### config.mk
export PLATFORM = sky130hd
export DESIGN_NAME = dmem_arbiter
export DESIGN_NICKNAME = d
export VERILOG_FILES = /design/src/rtl/dmem_arbiter.sv
export SDC_FILE = /design/constraint.sdc
export NUM_CORES = 1
export LEC_CHECK = 0
export ABC_CLOCK_PERIOD_IN_PS = 2600
export CAP_MARGIN = 30
export CORE_AREA = 3 3 118 120
export DETAILED_ROUTE_END_ITERATION = 10
export DIE_AREA = 0 0 121 123
export PLACE_DENSITY_LB_ADDON = 0.2
export SYNTH_ARGS = -nofsm -noshare
export SYNTH_HDL_FRONTEND = slang
export SYNTH_SLANG_ARGS = --single-unit
### constraint.sdc
create_clock -name clk -period 2.6 [get_ports clk]
set_input_delay 0.65 -clock clk [delete_from_list [all_inputs] [get_ports clk]]
set_output_delay 0.65 -clock clk [all_outputs]
set_load 0.005 [all_outputs]
### src/rtl/dmem_arbiter.sv
// Two-requester DMEM arbiter: CPU data port has priority over the debug/loader port.
// Define DMEM_ARB_STARVE_GUARD_EN to add the debug starvation guard (DBG_FORCE state).
module dmem_arbiter #(
  parameter int ADDR_W       = 32,
  parameter int DATA_W       = 32,
  parameter int STARVE_LIMIT = 8
) (
  input  logic                clk,
  input  logic                reset,
  input  logic                cpu_req,
  input  logic                cpu_we,
  input  logic [DATA_W/8-1:0] cpu_be,
  input  logic [ADDR_W-1:0]   cpu_addr,
  input  logic [DATA_W-1:0]   cpu_wdata,
  output logic                cpu_gnt,
  output logic                cpu_rvalid,
  output logic [DATA_W-1:0]   cpu_rdata,
  input  logic                dbg_req,
  input  logic                dbg_we,
  input  logic [DATA_W/8-1:0] dbg_be,
  input  logic [ADDR_W-1:0]   dbg_addr,
  input  logic [DATA_W-1:0]   dbg_wdata,
  output logic                dbg_gnt,
  output logic                dbg_rvalid,
  output logic [DATA_W-1:0]   dbg_rdata,
  output logic                mem_en,
  output logic                mem_we,
  output logic [DATA_W/8-1:0] mem_be,
  output logic [ADDR_W-1:0]   mem_addr,
  output logic [DATA_W-1:0]   mem_wdata,
  input  logic [DATA_W-1:0]   mem_rdata
);

  localparam int BE_W = DATA_W / 8;

  if (STARVE_LIMIT < 1) begin : gBadLimit
    $error("dmem_arbiter: STARVE_LIMIT must be at least 1");
  end

  logic cpuGnt;
  logic dbgGnt;
  logic forceDbg;
  logic rdPend;
  logic rdOwner;

`ifdef DMEM_ARB_STARVE_GUARD_EN
  localparam int CNT_W = $clog2(STARVE_LIMIT + 1);

  typedef enum logic {CPU_PRI, DBG_FORCE} arbState_t;

  arbState_t        state;
  arbState_t        stateNext;
  logic [CNT_W-1:0] starveCnt;
  logic [CNT_W-1:0] starveCntNext;

  always_ff @(posedge clk or negedge reset) begin
    if (!reset) begin
      state     <= CPU_PRI;
      starveCnt <= '0;
    end else begin
      state     <= stateNext;
      starveCnt <= starveCntNext;
    end
  end

  // DBG_FORCE is entered exactly when the counter saturates, so it mirrors starveCnt == STARVE_LIMIT.
  always_comb begin
    starveCntNext = starveCnt;
    stateNext     = state;
    if (dbgGnt || !dbg_req)
      starveCntNext = '0;
    else if (starveCnt != CNT_W'(STARVE_LIMIT))
      starveCntNext = starveCnt + 1'b1;
    case (state)
      CPU_PRI:   if (starveCntNext == CNT_W'(STARVE_LIMIT)) stateNext = DBG_FORCE;
      DBG_FORCE: if (dbgGnt || !dbg_req) stateNext = CPU_PRI;
      default:   stateNext = CPU_PRI;
    endcase
  end

  assign forceDbg = (state == DBG_FORCE);
`else
  assign forceDbg = 1'b0;
`endif

  always_comb begin
    cpuGnt = 1'b0;
    dbgGnt = 1'b0;
    if (reset) begin
      if (forceDbg) begin
        dbgGnt = dbg_req;
        cpuGnt = cpu_req && !dbg_req;
      end else begin
        cpuGnt = cpu_req;
        dbgGnt = dbg_req && !cpu_req;
      end
    end
  end

  // Only the winner's fields reach the memory; byte enables are meaningless on reads.
  always_comb begin
    mem_we    = 1'b0;
    mem_be    = '0;
    mem_addr  = '0;
    mem_wdata = '0;
    if (cpuGnt) begin
      mem_we    = cpu_we;
      mem_be    = cpu_we ? cpu_be : {BE_W{1'b0}};
      mem_addr  = cpu_addr;
      mem_wdata = cpu_wdata;
    end else if (dbgGnt) begin
      mem_we    = dbg_we;
      mem_be    = dbg_we ? dbg_be : {BE_W{1'b0}};
      mem_addr  = dbg_addr;
      mem_wdata = dbg_wdata;
    end
  end

  assign mem_en  = cpuGnt | dbgGnt;
  assign cpu_gnt = cpuGnt;
  assign dbg_gnt = dbgGnt;

  always_ff @(posedge clk or negedge reset) begin
    if (!reset) begin
      rdPend  <= 1'b0;
      rdOwner <= 1'b0;
    end else begin
      rdPend <= mem_en && !mem_we;
      if (mem_en && !mem_we)
        rdOwner <= dbgGnt;
    end
  end

  assign cpu_rvalid = rdPend && !rdOwner;
  assign dbg_rvalid = rdPend && rdOwner;
  assign cpu_rdata  = cpu_rvalid ? mem_rdata : '0;
  assign dbg_rdata  = dbg_rvalid ? mem_rdata : '0;

endmodule

==> impl_results.md, run 1 <==
* Status: complete, no violations
* Synth Cell Area at 0.00129 mm^2
* Hpwl dp at 8850 um
* Vias in the first global route at 2,687
* H-tree levels at 1
* Achievable Freq at 388 MHz
* Worst-path maximum fanout at 6
* IO Port Bufs at 311
* Slew Limit Fails at 0
* CP Capture Type: output pin
* Cts hold-fix bufs at 0
* Share of layout cells above drive strength 1 at 0.151
* P_int at 695 uW
* Residual DRC at 0
* Root Buffer: clkbuf_16
* Placed cell count at 649
* R2r startpoint: rdOwner
* Overflow after GRT at 0
* Antenna cells at 0
* Cell Pwr Density at 191 mW/mm^2
* Ranking of synthesized cells by area: a22o_1, and2_1, and3_1
* Setup Skew at 0 ns
* Cell Chain, Critical Path: buf_2 > and3b_4 > buf_6 > buf_12 > buf_12 > buf_12 > buf_16 > a22o_1 > buf_2
* R2r endpoint: rdOwner
* Routed Antenna Nets at 0
* Wire length of the first global-routing pass at 16,300 um
* CTS Buf Count at 3
* Final Cycle Share at 0.991
* WP data arrival at 1.93 ns
* Seq cells post-synth at 2
* Startpoint Class: input port
* Nets at 674
* Static Leakage at 2.24 nW
* Seq pwr share at 0.038
* Standard-cell rows at 42
* Reg2Reg Depth at 3
* WL per Instance at 17.4 um
* Clk_lat worst skew at 0.22 ns
* Psw at 244 uW
* Syn Nets at 347
* RD Place Congestion at 0.778
* Flop-to-flop setup slack at 1.51 ns
* Post-Route WL at 11,700 um
* Distinct cells, synth at 17
* Die area at 0.0149 mm^2
* WS Path Type: input port to output pin
* Logic pwr share at 0.719
* Die Width at 121 um
* CP required at 1.95 ns
* Detail-routed via count per cell at 4.07
* CTS tree: built
* Crit-path most repeated cell: buf_12
* Die Height at 123 um
* Setup TNS at 0 ns
* Clock slew at the register clock pins of the worst setup and hold paths at 0.03 ns
* Top-area cell type share of the netlist area at 0.434
* YS warnings at 0
* Vias at 2,743
* Tightest Pin Transition at 0.273 ns
* Cell count after synthesis at 173
* Slowest CP cell: and3b_4
* Sw frac at 0.260
* Core Footprint at 0.0131 mm^2
* Initial antenna violation count at 0
* Worst VDD drop at 0.204 mV
* Fin cells at 674
* Drt pass-1 iters at 4
* Hold crit path type: input port to async pin
* CP peak stage delay at 0.21 ns
* Sequential cell area fraction in the yosys report at 0.0387
* MaxCap Viol Count at 0
* Rel. slew slack at 0.815
* Clock power frac at 0.243
* Leading area contributor after synthesis: a22o_1
* Starting DRC count in detailed routing at 81
* CTS Buffer Depth at 2
* Syn avg cell area at 7.47 um^2
* Finish-stage setup viols at 0
* Number of clock sinks seen by CTS at 2
* Area Growth Syn to Fin at 281%
* # IOs at 312
* Largest net degree at the start of global routing at 47
* Final hold viol count at 0
* GR Util All Layers at 0.141
* Initial Utilization at 0.0988
* Final worst path period need at 2.58 ns
-- repair_timing --
action	in CTS	in global routing
endpoints found under the setup margin	71	18
gates resized for setup	192	0
buffers inserted	12	2
gates cloned	8	0
pin swaps	11	3
-- power by group through the flow --
stage               clock [mW]  combinational (mW)  sequential [mW]
floorplan                    0               0.158           0.0385
global placement             0               0.664           0.0358
detailed placement           0               0.664           0.0360
CTS                      0.232               0.679           0.0357
global route             0.236               0.723           0.0361
finish                   0.228               0.675           0.0356
-- layout make-up --
type	count	area, um^2
clock buffers	3	75.1
fillers	1347	8160
multi-input cells	147	1120
flip-flops and latches	2	50.0
well taps	176	220
repair buffers	346	3450
-- registers in the layout, summed over array words and instances (netlist names) --
signal and flops:
rdOwner 1, rdPend 1
-- cell usage in the layout (no fill, tap or decap), types with 2 or more instances in the layout --
cell type and instances:
clkdlybuf4s50_1 238, a22o_1 63, buf_6 4, and3_1 33
dlygate4sd2_1 38, a32o_1 4, o21a_1 2, buf_12 9
nor2b_1 3, and2_1 34, buf_4 15, buf_16 8
clkbuf_16 3, dfrtp_1 2, buf_2 32
-- Yosys cell counts, drive strengths merged --
cell type,count
and3b,1
a32o,4
a21o,1
nor2b,3
nand2b,1
nor3b,1
buf,15
and3,33
dfrtp,2
clkbuf,9
a22o,64
and2,35
o21a,2
nor4bb,1
a211o,1
-- cells by family (layout without fill, tap and decap cells) --
group                  count (synthesis)  count (layout)  share of synthesized area
flip-flops                             2               2                     0.0387
AO/OA/AOI/OAI                         72              72                      0.489
AND/OR/NAND/NOR                       75              75                      0.369
buffers and inverters                 24             349                      0.104
-- through the flow --
step | cell area (um^2) | util | setup WS (ns) | hold WS [ns] | total power, mW
global route | 4920 | 0.376 | -0.00424 | 0.360 | 0.995
detailed placement | 4620 | 0.353 | -0.429 | 0.818 | 0.700
global placement | 4620 | 0.353 | -0.430 | 0.823 | 0.700
CTS | 4910 | 0.375 | 0.000847 | 0.348 | 0.947
finish | 4920 | 0.376 | 0.0229 | 0.348 | 0.939
floorplan | 1290 | - | 0.602 | 0.354 | 0.197
-- worst max-delay path by stage --
stage	depth (start not counted)	start	to	slack, ns
6_report	9	reset	mem_wdata[16]	0.02
5_1_grt	9	reset	mem_wdata[16]	-0.004
4_1_cts	9	dbg_req	mem_wdata[18]	0.0008
3_5_place_dp	5	reset	mem_addr[20]	-0.43
3_3_place_gp	5	reset	mem_addr[20]	-0.43
2_1_floorplan	4	cpu_req	mem_addr[0]	0.60
-- critical path: cells and delay by family --
kind            cells  cell delay, ns
buf+inv             7            0.86
simple gates        1            0.21
compound gates      1            0.19
-- metal layers --
layer	vias to the layer above	track usage	wire, um
li1	1338	-	-
met1	1261	0.176	4590
met2	140	0.254	6140
met3	4	0.0339	921
met4	0	0.0135	49
met5	-	0	0
(Power assumes the default switching activity.)
==> run 2, diff against run 1 <==
- CAP_MARGIN: 30 -> 20
==> results of run 2 <==
The final DEF is identical to that of run 1; final timing and power are the same.
